===== src/rtl/conv_encoder_tx_if.sv =====
// Frame-side handshake and code-symbol bundle of the rate-1/2 K=7 convolutional encoder.
// The encoder uses the slave view; the frame source and symbol sink use the master view.
interface conv_encoder_tx_if;
  logic       start;
  logic       data_in;
  logic       data_valid;
  logic       data_ready;
  logic [1:0] code;
  logic       code_valid;
  logic       first_sym;
  logic       last_sym;
  logic       busy;
  logic       frame_done;

  modport master (
    output start, data_in, data_valid,
    input  data_ready, code, code_valid, first_sym, last_sym, busy, frame_done
  );

  modport slave (
    input  start, data_in, data_valid,
    output data_ready, code, code_valid, first_sym, last_sym, busy, frame_done
  );
endinterface


===== src/rtl/conv_encoder_tx.sv =====
// Rate-1/2 convolutional encoder with frame sequencing. Each frame encodes FRAME_LEN payload
// bits, then CONSTRAINT-1 zero tail bits, so the trellis always terminates in state 0.
module conv_encoder_tx #(
  parameter int                    CONSTRAINT = 7,
  parameter logic [CONSTRAINT-1:0] G0         = 7'b1111001,
  parameter logic [CONSTRAINT-1:0] G1         = 7'b1011011,
  parameter int                    FRAME_LEN  = 64
) (
  input logic              clk,
  input logic              rst_n,
  conv_encoder_tx_if.slave bus
);

  localparam int         SR_W      = CONSTRAINT - 1;
  localparam logic [7:0] LAST_DATA = 8'(FRAME_LEN - 1);
  localparam logic [7:0] LAST_TAIL = 8'(CONSTRAINT - 2);

  typedef enum logic [1:0] {IDLE, DATA, TAIL, DONE} state_t;

  state_t                state;
  logic [SR_W-1:0]       sr;
  logic [7:0]            bit_cnt;
  logic                  encode;
  logic                  enc_bit;
  logic [CONSTRAINT-1:0] window;

  // data_ready is a registered copy of (state == DATA), so an accept is just data_valid in DATA.
  always_comb begin
    encode  = 1'b0;
    enc_bit = 1'b0;
    case (state)
      DATA:    begin encode = bus.data_valid; enc_bit = bus.data_in; end
      TAIL:    encode = 1'b1;
      default: ;
    endcase
    window = {enc_bit, sr};
  end

  // NOTE: every register below uses <= so all of them see the pre-edge values of each other.
  always_ff @(posedge clk or negedge rst_n) begin
    if (!rst_n) begin
      state          <= IDLE;
      sr             <= '0;
      bit_cnt        <= '0;
      bus.code       <= 2'b00;
      bus.code_valid <= 1'b0;
      bus.first_sym  <= 1'b0;
      bus.last_sym   <= 1'b0;
      bus.data_ready <= 1'b0;
      bus.busy       <= 1'b0;
      bus.frame_done <= 1'b0;
    end else begin
      bus.code_valid <= encode;
      bus.first_sym  <= 1'b0;
      bus.last_sym   <= 1'b0;
      bus.frame_done <= 1'b0;

      if (encode) begin
        bus.code <= {^(window & G0), ^(window & G1)};
        sr       <= window[CONSTRAINT-1:1];
      end

      case (state)
        IDLE: begin
          if (bus.start) begin
            state          <= DATA;
            sr             <= '0;
            bit_cnt        <= '0;
            bus.data_ready <= 1'b1;
            bus.busy       <= 1'b1;
          end
        end
        DATA: begin
          if (bus.data_valid) begin
            bus.first_sym <= (bit_cnt == 8'd0);
            if (bit_cnt == LAST_DATA) begin
              state          <= TAIL;
              bit_cnt        <= '0;
              bus.data_ready <= 1'b0;
            end else begin
              bit_cnt <= bit_cnt + 8'd1;
            end
          end
        end
        TAIL: begin
          if (bit_cnt == LAST_TAIL) begin
            state        <= DONE;
            bit_cnt      <= '0;
            bus.last_sym <= 1'b1;
          end else begin
            bit_cnt <= bit_cnt + 8'd1;
          end
        end
        DONE: begin
          // First DONE cycle shows the last symbol; the second carries the frame_done pulse.
          if (!bus.frame_done) begin
            bus.frame_done <= 1'b1;
          end else begin
            state    <= IDLE;
            bus.busy <= 1'b0;
          end
        end
        default: state <= IDLE;
      endcase
    end
  end

endmodule


===== src/flat_wrapper.sv =====
// flat-port wrapper written by rule: the top's interface ports become plain ports
module conv_encoder_tx_flat 
#(
  parameter int                    CONSTRAINT = 7,
  parameter logic [CONSTRAINT-1:0] G0         = 7'b1111001,
  parameter logic [CONSTRAINT-1:0] G1         = 7'b1011011,
  parameter int                    FRAME_LEN  = 64
)
  (clk, rst_n, bus_start, bus_data_in, bus_data_valid, bus_data_ready, bus_code, bus_code_valid, bus_first_sym, bus_last_sym, bus_busy, bus_frame_done);
  conv_encoder_tx_if bus_i ();
  input logic clk;
  input logic rst_n;
  input wire logic [$bits(bus_i.start)-1:0] bus_start;
  input wire logic [$bits(bus_i.data_in)-1:0] bus_data_in;
  input wire logic [$bits(bus_i.data_valid)-1:0] bus_data_valid;
  output wire logic [$bits(bus_i.data_ready)-1:0] bus_data_ready;
  output wire logic [$bits(bus_i.code)-1:0] bus_code;
  output wire logic [$bits(bus_i.code_valid)-1:0] bus_code_valid;
  output wire logic [$bits(bus_i.first_sym)-1:0] bus_first_sym;
  output wire logic [$bits(bus_i.last_sym)-1:0] bus_last_sym;
  output wire logic [$bits(bus_i.busy)-1:0] bus_busy;
  output wire logic [$bits(bus_i.frame_done)-1:0] bus_frame_done;
  assign bus_i.start = bus_start;
  assign bus_i.data_in = bus_data_in;
  assign bus_i.data_valid = bus_data_valid;
  assign bus_data_ready = bus_i.data_ready;
  assign bus_code = bus_i.code;
  assign bus_code_valid = bus_i.code_valid;
  assign bus_first_sym = bus_i.first_sym;
  assign bus_last_sym = bus_i.last_sym;
  assign bus_busy = bus_i.busy;
  assign bus_frame_done = bus_i.frame_done;
  conv_encoder_tx #(.CONSTRAINT(CONSTRAINT), .G0(G0), .G1(G1), .FRAME_LEN(FRAME_LEN)) u_core (.clk(clk), .rst_n(rst_n), .bus(bus_i));
endmodule

===== config.mk =====
export PLATFORM = sky130hd
export DESIGN_NAME = conv_encoder_tx_flat
export DESIGN_NICKNAME = d
export VERILOG_FILES = /design/src/rtl/conv_encoder_tx_if.sv /design/src/rtl/conv_encoder_tx.sv /design/src/flat_wrapper.sv
export SDC_FILE = /design/constraint.sdc
export NUM_CORES = 1
export LEC_CHECK = 0
export BUFFER_PORTS_ARGS = -buffer_cell sky130_fd_sc_hd__buf_2
export CAP_MARGIN = 25
export CELL_PAD_IN_SITES_DETAIL_PLACEMENT = 1
export CELL_PAD_IN_SITES_GLOBAL_PLACEMENT = 1
export CORE_MARGIN = 10
export CORE_UTILIZATION = 25
export CTS_BUF_LIST = sky130_fd_sc_hd__clkbuf_4 sky130_fd_sc_hd__clkbuf_8
export DETAILED_ROUTE_END_ITERATION = 6
export PLACE_DENSITY_LB_ADDON = 0.12
export SLEW_MARGIN = 20
export SYNTH_ARGS = -nofsm -noshare
export SYNTH_HDL_FRONTEND = slang
export SYNTH_SLANG_ARGS = --single-unit
export TNS_END_PERCENT = 5

===== constraint.sdc =====
create_clock -name clk -period 4.09 [get_ports clk]
set_input_delay 1.0225 -clock clk [delete_from_list [all_inputs] [get_ports clk]]
set_output_delay 1.0225 -clock clk [all_outputs]
set_load 0.02 [all_outputs]

==> results of run 1 <==
## worst min-delay path: stages (launching register included)
cell	delay (ns)
dfrtp_1	0.34
nand2_1	0.05
o21ai_0	0.06
## stage by stage
step / area [sq um] / utilization
after global routing: 1490 / 0.294
after global placement: 1450 / 0.286
after CTS: 1490 / 0.294
after floorplan: 1310 / -
after detailed placement: 1450 / 0.286
final: 1490 / 0.294
## logic make-up after synthesis
logic type / Yosys count
multiplexers: 10
XOR/XNOR: 4
adder cells (fa/ha/maj): 7
buffers and inverters: 11
flip-flops: 24
AND/OR/NAND/NOR: 53
AO/OA/AOI/OAI: 23
## sequential cells by signal (all words and copies together) (netlist names)
name                   flops
u_core.bus.first_sym       1
u_core.bus.last_sym        1
u_core.bit_cnt             8
u_core.sr                  6
u_core.bus.frame_done      1
u_core.state               2
u_core.bus.code_valid      1
u_core.bus.data_ready      1
u_core.bus.busy            1
u_core.bus.code            2
## worst paths after layout
kind,startpoint,endpoint,slack [ns],depth (start not counted)
worst max-delay path,u_core.bit_cnt[4],u_core.state[1],1.84,4
worst min-delay path,u_core.bus.code[1],u_core.bus.code[1],0.49,2
worst max register to register,u_core.bit_cnt[4],u_core.state[1],1.84,4
worst min register to register,u_core.bus.code[1],u_core.bus.code[1],0.49,2
max in group asynchronous,rst_n,u_core.state[0],2.96,1
min in group asynchronous,rst_n,u_core.bit_cnt[5],0.75,1
## report_power, final
part / switching (W) / internal (W)
Combinational: 0.000300 / 0.000202
Clock: 0.0000728 / 0.0000658
Sequential: 0.0000410 / 0.000292
Total: 0.000414 / 0.000560
## routing by layer
metal,GRT usage,vias up,wire length [microns]
met5,0,-,0
met2,0.134,6,1580
li1,-,491,-
met1,0.0909,496,1480
met4,0.0193,0,23
met3,0.0163,2,69
## final cells by class
class | instances | area (sq um)
Clock buffer | 3 | 41.3
Fill cell | 621 | 3580
Inverter | 8 | 30.0
Multi-Input combinational cell | 97 | 663
Sequential cell | 24 | 601
Tap cell | 70 | 87.6
Timing Repair Buffer | 13 | 67.6
## synthesized netlist by cell type (all sizes together)
library cell,n,share of area
o2111ai,5,0.034
o311ai,1,0.0067
mux2i,9,0.069
or3,2,0.0096
o22ai,1,0.0048
clkbuf,3,0.0086
ha,7,0.067
mux2,1,0.012
and2b,1,0.0067
nand3,3,0.015
o211ai,4,0.023
nand2,19,0.055
dfrtp,24,0.46
xnor3,1,0.017
and2,3,0.014
a22o,1,0.0067
inv,8,0.023
a41oi,1,0.0067
nor4,1,0.0048
nor3,5,0.019
or4,2,0.015
nor2b,3,0.014
or2,2,0.0096
nor2,12,0.035
o21ai,9,0.035
o41a,1,0.0086
xnor2,3,0.020
==> results.py, run 1 <==
metrics = {
    "worst_setup_path": {
        "arrival_ns": 2.40,
        "cp_slowest_cell": "or4_4",
        "critPathTopFamily": "simple AND/OR/NAND/NOR gates",
        "critPathLaunchType": "flop",
        "path_class": "flop to flop",
        "path_cells": "nor3_1, a41oi_1, or4_4, mux2_4",
        "required_ns": 4.24,
        "end_kind": "flop",
        "cp_num_buf_inv": 0,
        "cpPeakStageDelay_ns": 0.62,
        "worstPathMaxFanout": 7,
    },
    "routing": {
        "drt-pass1-iter-count": 3,
        "routed_wirelength_microns": 3150,
        "wl_per_cell_microns": 14.7,
        "drcViolationCount": 0,
        "vias": 995,
        "drt_iter0_drc": 26,
        "viasPerCell": 4.63,
        "ant_nets": 0,
    },
    "timing": {
        "hold_viol_final": 0,
        "hold_slack_ns": 0.486,
        "fin_crit_ns": 2.25,
        "worst_pin_slew_ns": 0.853,
        "setup_ws_ns": 1.84,
        "max_slew_margin": 0.427,
        "rsz0062_at_grt": "false",
        "setup-tns-final_ns": 0,
        "fmaxAchievable_mhz": 444,
        "timing.final.crit_share": 0.551,
        "skew_ns": 0.00442,
        "timing.final.max_slew_violations": 0,
        "setup_viol": 0,
    },
    "clock_tree": {
        "cts_setup_buffers": 0,
        "path_clk_slew_ns": 0.08,
        "postCtsHoldBufs": 0,
        "cts_resized": 0,
        "clockRootBuffer": "clkbuf_8",
        "cts.sinks": 24,
        "worstSkewPairLatency_ns": 0.26,
        "cts_buffer_depth": 2,
        "cts_made_buffers": 3,
        "htreeDepth": 1,
        "cts_tree": "done",
    },
    "placement": {
        "place_hpwl_microns": 2480,
        "dpl.cell_count": 212,
        "place_congestion": 0.787,
        "dpl_worst_slack_ns": 1.62,
        "io_buffer_count": 12,
    },
    "synth": {
        "syn_nets": 144,
        "synth_top_family_by_area": "simple AND/OR/NAND/NOR gates",
        "yosys.area_share.adder": 0.0671,
        "ys.warnings.count": 0,
        "synth_seq_cells": 24,
        "avgSynthCellArea_sq_um": 9.89,
        "synth_area_sq_um": 1310,
        "seq_area_frac_synth": 0.460,
        "yosys.area_share.simple": 0.198,
        "synthXorXnorAreaFrac": 0.0374,
        "synth_compound_area_frac": 0.125,
        "synth_cell_types": 30,
        "synth.area.mux_share": 0.0805,
        "syn_inst": 132,
    },
    "floorplan": {
        "ios": 13,
        "start_util": 0.257,
        "core_sq_um": 5070,
        "die_x_microns": 92.3,
        "die_area_sq_um": 8510,
        "rows": 26,
        "dieHeight_microns": 92.3,
    },
    "grt": {
        "gr-usage-all-layers": 0.0758,
        "grt_max_degree": 25,
        "antenna_found_initial": 0,
        "gr-total-overflow": 0,
        "first_global_vias": 1046,
        "grt_pass1_wl_microns": 5290,
    },
    "cells_and_area": {
        "fin_nets": 159,
        "final_cell_count_no_fill": 215,
        "diodes": 0,
        "flow.area_growth_from_synthesis_pct": 14.2,
        "final_common_cell": "dfrtp_1",
        "final_cell_mix": "24 x dfrtp_1, 19 x nand2_1, 12 x nor2_1, 12 x buf_2, 9 x mux2i_1",
        "drive_gt1_frac": 0.159,
    },
    "power_and_ir_drop": {
        "cellPowerDensity_nw_per_um2": 654,
        "power_leakage_nw": 0.701,
        "ir_drop_mv": 0.188,
        "fin_total_pwr_w": 0.000974,
    },
    "status": {
        "status": "finished, final reports clean",
    },
    "hold_path": {
        "hp-class": "flop to flop",
    },
    "run": {
        "max_cap_viol_count": 0,
    },
}
Power figures use the tool's default switching activity.
==> inputs of run 2 (changes only) <==
==> constraint.sdc (replaced) <==
create_clock -name clk -period 2.1 [get_ports clk]
set_input_delay 0.525 -clock clk [delete_from_list [all_inputs] [get_ports clk]]
set_output_delay 0.525 -clock clk [all_outputs]
set_load 0.02 [all_outputs]
==> results.py, run 2 (synthesized netlist as in run 1, its figures left out) <==
metrics = {
    "grt": {
        "grt_pass1_wl_microns": 6050,
        "gr-usage-all-layers": 0.0863,
        "busiest_layer": "met2",
        "grt_max_degree": 25,
        "grt_use_met2": 0.152,
        "grtUsageMet3": 0.0147,
        "antenna_found_initial": 0,
        "gr-total-overflow": 0,
        "grtUsageMet1": 0.103,
        "first_global_vias": 1244,
    },
    "run": {
        "max_cap_viol_count": 0,
    },
    "cells_and_area": {
        "stdcell_area_sq_um": 1680,
        "top_regs": "u_core.bit_cnt (8), u_core.sr (6)",
        "fin_nets": 178,
        "top_register": "u_core.bit_cnt",
        "final_cell_mix": "24 x dfrtp_1, 20 x buf_4, 19 x nand2_1",
        "multi_input_area_sq_um": 681,
        "diodes": 0,
        "final_common_cell": "dfrtp_1",
        "fillers": 599,
        "largest_register_ffs": 8,
        "flow.area_growth_from_synthesis_pct": 28.8,
        "final_core_util": 0.331,
        "seqCellArea_sq_um": 601,
        "drive_gt1_frac": 0.279,
    },
    "clock_tree": {
        "clockRootBuffer": "clkbuf_8",
        "cts.sinks": 24,
        "cts_made_buffers": 3,
        "cts_buffer_depth": 2,
        "htreeDepth": 1,
        "path_clk_slew_ns": 0.10,
        "cts_tree": "done",
        "worstSkewPairLatency_ns": 0.27,
    },
    "hold_path": {
        "hp-class": "input port to async pin",
    },
    "routing": {
        "vias": 1073,
        "drt-pass1-iter-count": 4,
        "routed_wirelength_microns": 3500,
        "ant_nets": 0,
        "drt_iter0_drc": 37,
        "wl_per_cell_microns": 14.9,
        "viasPerCell": 4.57,
        "drcViolationCount": 0,
    },
    "timing": {
        "timing.final.crit_share": 0.978,
        "worst_pin_slew_ns": 0.582,
        "setup_viol": 0,
        "skew_ns": 0.00283,
        "hold_slack_ns": 0.240,
        "fin_crit_ns": 2.05,
        "timing.final.max_slew_violations": 0,
        "max_slew_margin": 0.612,
        "fmaxAchievable_mhz": 487,
        "hold_viol_final": 0,
    },
    "worst_setup_path": {
        "endpoint": "u_core.state[1]",
        "reg2reg_setup_slack_ns": 0.05,
        "arrival_ns": 2.22,
        "r2r_cells": 5,
        "required_ns": 2.26,
        "end_kind": "flop",
        "r2r-start": "u_core.bit_cnt[0]",
        "worstPathMaxFanout": 4,
        "r2r-end": "u_core.state[1]",
        "path_class": "flop to flop",
        "critPathLaunchType": "flop",
        "cp-startpoint": "u_core.bit_cnt[0]",
    },
    "placement": {
        "place_hpwl_microns": 2610,
        "place_congestion": 0.815,
        "dpl_cell_area_sq_um": 1570,
        "io_buffer_count": 12,
    },
    "floorplan": {
        "die_x_microns": 92.3,
        "die_area_sq_um": 8510,
        "dieHeight_microns": 92.3,
        "core_sq_um": 5070,
        "start_util": 0.257,
        "ios": 13,
        "rows": 26,
    },
    "power_and_ir_drop": {
        "swShare": 0.387,
        "power_leakage_nw": 0.807,
        "p_int_w": 0.00142,
        "p_seq_frac": 0.282,
        "combPwrFrac": 0.538,
        "cellPowerDensity_nw_per_um2": 1380,
        "netSwitchingPower_w": 0.000896,
        "ir_drop_mv": 0.418,
        "pwr-share-clk": 0.181,
    },
    "status": {
        "status": "finished, final reports clean",
    },
}
[run 2: changes by cell type in the layout (fill, tap and decap cells not counted)]
cell | previous run | this run
buf_4 | 1 | 20
bufinv_16 | 0 | 1
ha_1 | 7 | 6
ha_4 | 0 | 1
inv_1 | 8 | 7
inv_2 | 0 | 1
nor3_1 | 5 | 4
nor3_2 | 0 | 1
[run 2: worst min-delay path by stage]
stage | startpoint | to | slack (ns) | cells past startpoint
final | rst_n | u_core.bus.busy | 0.24 | 1
after global routing | rst_n | u_core.bus.busy | 0.28 | 1
after CTS | rst_n | u_core.bus.busy | 0.26 | 1
after detailed placement | u_core.bus.code[1] | u_core.bus.code[1] | 0.47 | 2
after global placement | u_core.bus.code[0] | u_core.bus.code[0] | 0.47 | 2
after floorplan | rst_n | u_core.bit_cnt[0] | 0.23 | 0
[run 2: area by class of cell]
cell class                      instances  area share
Sequential cell                        24       0.357
Clock buffer                            3      0.0246
Clock inverter                          1      0.0179
Multi-Input combinational cell         97       0.405
Tap cell                               70      0.0521
Timing Repair Buffer                   32       0.125
Inverter                                8      0.0179
[run 2: power by group through the flow]
stage / clock [W] / sequential [W] / combinational, W
floorplan: 0 / 0.000690 / 0.000684
global placement: 0 / 0.000652 / 0.00120
detailed placement: 0 / 0.000661 / 0.00122
CTS: 0.000437 / 0.000650 / 0.00124
global route: 0.000457 / 0.000668 / 0.00139
finish: 0.000418 / 0.000652 / 0.00124
[run 2: worst max-delay path: stages (launching register included)]
cell	delay (ns)
dfrtp_1	0.44
ha_4	0.17
nand3_2	0.09
o41a_1	0.40
or4_4	0.54
mux2_4	0.31
[run 2: stage by stage]
| step | std cells | power (W) | setup slack, ns | setup TNS, ns |
|---|---|---|---|---|
| after CTS | 233 | 0.00233 | 0.000364 | 0 |
| after floorplan | 132 | 0.00137 | 0.0690 | 0 |
| after detailed placement | 228 | 0.00188 | 0.00421 | 0 |
| after global placement | 228 | 0.00185 | 0.0550 | 0 |
| after global routing | 235 | 0.00251 | -0.00407 | -0.00407 |
| final | 235 | 0.00231 | 0.0460 | 0 |
[run 2: layer usage]
layer	part of all wire	up-vias	wire [microns]
li1	-	527	-
met1	0.47	536	1660
met5	0	-	0
met2	0.49	8	1730
met3	0.021	2	73
met4	0.0097	0	34
[run 2: repair_timing]
action,in CTS,in global routing
buffers inserted,1,2
hold buffers,0,0
endpoints found under the setup margin,1,2
resized for setup,0,4
pin swaps,0,2
==> inputs of run 3 (changes only) <==
--- a/config.mk
+++ b/config.mk
@@ -9,6 +9,7 @@
 export CAP_MARGIN = 25
 export CELL_PAD_IN_SITES_DETAIL_PLACEMENT = 1
 export CELL_PAD_IN_SITES_GLOBAL_PLACEMENT = 1
+export CORE_ASPECT_RATIO = 2
 export CORE_MARGIN = 10
 export CORE_UTILIZATION = 25
 export CTS_BUF_LIST = sky130_fd_sc_hd__clkbuf_4 sky130_fd_sc_hd__clkbuf_8
==> results.py, run 3 (synthesized netlist as in run 1, its figures left out) <==
metrics = {
    "clock_tree": {
        "cts_made_buffers": 3,
        "cts_tree": "done",
        "clockRootBuffer": "clkbuf_8",
        "htreeDepth": 1,
        "cts_buffer_depth": 2,
        "cts.sinks": 24,
        "path_clk_slew_ns": 0.09,
        "worstSkewPairLatency_ns": 0.26,
        "postCtsHoldBufs": 0,
    },
    "floorplan": {
        "start_util": 0.256,
        "rows": 37,
        "core_sq_um": 5090,
        "dieHeight_microns": 122,
        "die_x_microns": 71.1,
        "ios": 13,
        "die_area_sq_um": 8690,
    },
    "worst_setup_path": {
        "worstPathMaxFanout": 3,
        "reg2reg_setup_slack_ns": 0.07,
        "cp-startpoint": "u_core.state[0]",
        "required_ns": 2.26,
        "r2r-start": "u_core.state[0]",
        "end_kind": "flop",
        "path_class": "flop to flop",
        "critPathLaunchType": "flop",
        "arrival_ns": 2.19,
    },
    "cells_and_area": {
        "stdcell_area_sq_um": 1650,
        "fillers": 622,
        "final_cell_mix": "24 x dfrtp_1, 22 x buf_4, 19 x nand2_1",
        "final_common_cell": "dfrtp_1",
        "final_core_util": 0.324,
        "top_register": "u_core.bit_cnt",
        "drive_gt1_frac": 0.289,
        "largest_register_ffs": 8,
        "top_regs": "u_core.bit_cnt (8), u_core.sr (6)",
        "diodes": 0,
        "fin_nets": 180,
        "flow.area_growth_from_synthesis_pct": 26.3,
        "final_cell_count_no_fill": 224,
    },
    "placement": {
        "dpl_cell_area_sq_um": 1550,
        "dpl.cell_count": 216,
        "place_hpwl_microns": 2910,
        "io_buffer_count": 12,
        "dpl_worst_slack_ns": -0.0233,
        "place_congestion": 0.818,
    },
    "power_and_ir_drop": {
        "power_leakage_nw": 0.803,
        "netSwitchingPower_w": 0.000903,
        "combPwrFrac": 0.583,
        "p_seq_frac": 0.292,
        "cellPowerDensity_nw_per_um2": 1340,
        "ir_drop_mv": 0.502,
        "pwr-share-clk": 0.125,
        "p_int_w": 0.00131,
        "swShare": 0.409,
    },
    "timing": {
        "max_slew_margin": 0.624,
        "setup_viol": 0,
        "hold_viol_final": 0,
        "timing.final.crit_share": 0.967,
        "fmaxAchievable_mhz": 492,
        "worst_pin_slew_ns": 0.564,
        "setup_ws_ns": 0.0693,
        "rsz0062_at_grt": "false",
        "fin_crit_ns": 2.03,
        "skew_ns": 0.00746,
        "timing.final.max_slew_violations": 0,
    },
    "grt": {
        "first_global_vias": 1272,
        "gr-total-overflow": 0,
        "grt_pass1_wl_microns": 6400,
        "grt_max_degree": 25,
        "gr-usage-all-layers": 0.0902,
        "antenna_found_initial": 0,
    },
    "hold_path": {
        "hp-class": "input port to async pin",
    },
    "routing": {
        "ant_nets": 0,
        "drcViolationCount": 0,
        "drt-pass1-iter-count": 4,
        "wl_per_cell_microns": 16.2,
        "viasPerCell": 4.80,
        "drt_iter0_drc": 25,
        "vias": 1076,
        "routed_wirelength_microns": 3620,
    },
    "status": {
        "status": "finished, final reports clean",
    },
    "run": {
        "max_cap_viol_count": 0,
    },
}
[run 3: cell types whose count changed in the layout (fill, tap and decap cells not counted), sizes merged]
cell    previous run  this run
bufinv             1         0
buf               32        34
[run 3: critical path, cell delays in order (launching register included)]
cell,delay [ns]
dfrtp_1,0.42
inv_2,0.06
ha_2,0.18
nor2b_1,0.14
or2_2,0.30
or4_4,0.50
mux2_4,0.31
[run 3: repair_timing]
action,4_1_cts,5_1_grt
gates resized for setup,1,4
setup buffers,3,2
gates cloned,0,0
endpoints found under the hold margin,0,0
pin swaps,0,1
endpoints found under the setup margin,1,1
[run 3: final timing paths]
| kind | endpoint | cells after the start |
|---|---|---|
| hold reg to reg | u_core.bus.code[0] | 2 |
| hold / removal | u_core.bit_cnt[6] | 1 |
| setup / recovery | u_core.state[1] | 6 |
| setup reg to reg | u_core.state[1] | 6 |
| max in group asynchronous | u_core.sr[3] | 1 |
| min in group clk | u_core.bus.code[0] | 2 |
[run 3: power by group through the flow]
| stage | registers (W) | logic, W | clock network, W |
|---|---|---|---|
| after floorplan | 0.000690 | 0.000684 | 0 |
| after global placement | 0.000649 | 0.00118 | 0 |
| after detailed placement | 0.000660 | 0.00121 | 0 |
| after CTS | 0.000648 | 0.00127 | 0.000294 |
| after global routing | 0.000663 | 0.00143 | 0.000314 |
| final | 0.000645 | 0.00129 | 0.000277 |
[run 3: cell type report]
| cell class | instances | area, sq um | share of cell area |
|---|---|---|---|
| multi-input combinational | 97 | 678 | 0.412 |
| sequential | 24 | 601 | 0.364 |
| timing repair buffer | 34 | 225 | 0.137 |
| tap | 58 | 72.6 | 0.0440 |
| clock buffer | 3 | 41.3 | 0.0251 |
| inverter | 8 | 30.0 | 0.0182 |
[run 3: per-stage QoR]
stage	setup TNS, ns	total power, W	hold slack (ns)
after global routing	0	0.00241	0.284
after floorplan	0	0.00137	0.229
final	0	0.00221	0.243
after detailed placement	-0.0233	0.00187	0.474
after CTS	0	0.00221	0.270
after global placement	0	0.00183	0.465
[run 3: routing by layer]
metal,part of all wire,vias to the layer above,track usage
met5,0,-,0
met2,0.59,16,0.173
li1,-,530,-
met1,0.36,524,0.0881
met3,0.033,6,0.0179
met4,0.025,0,0.0426
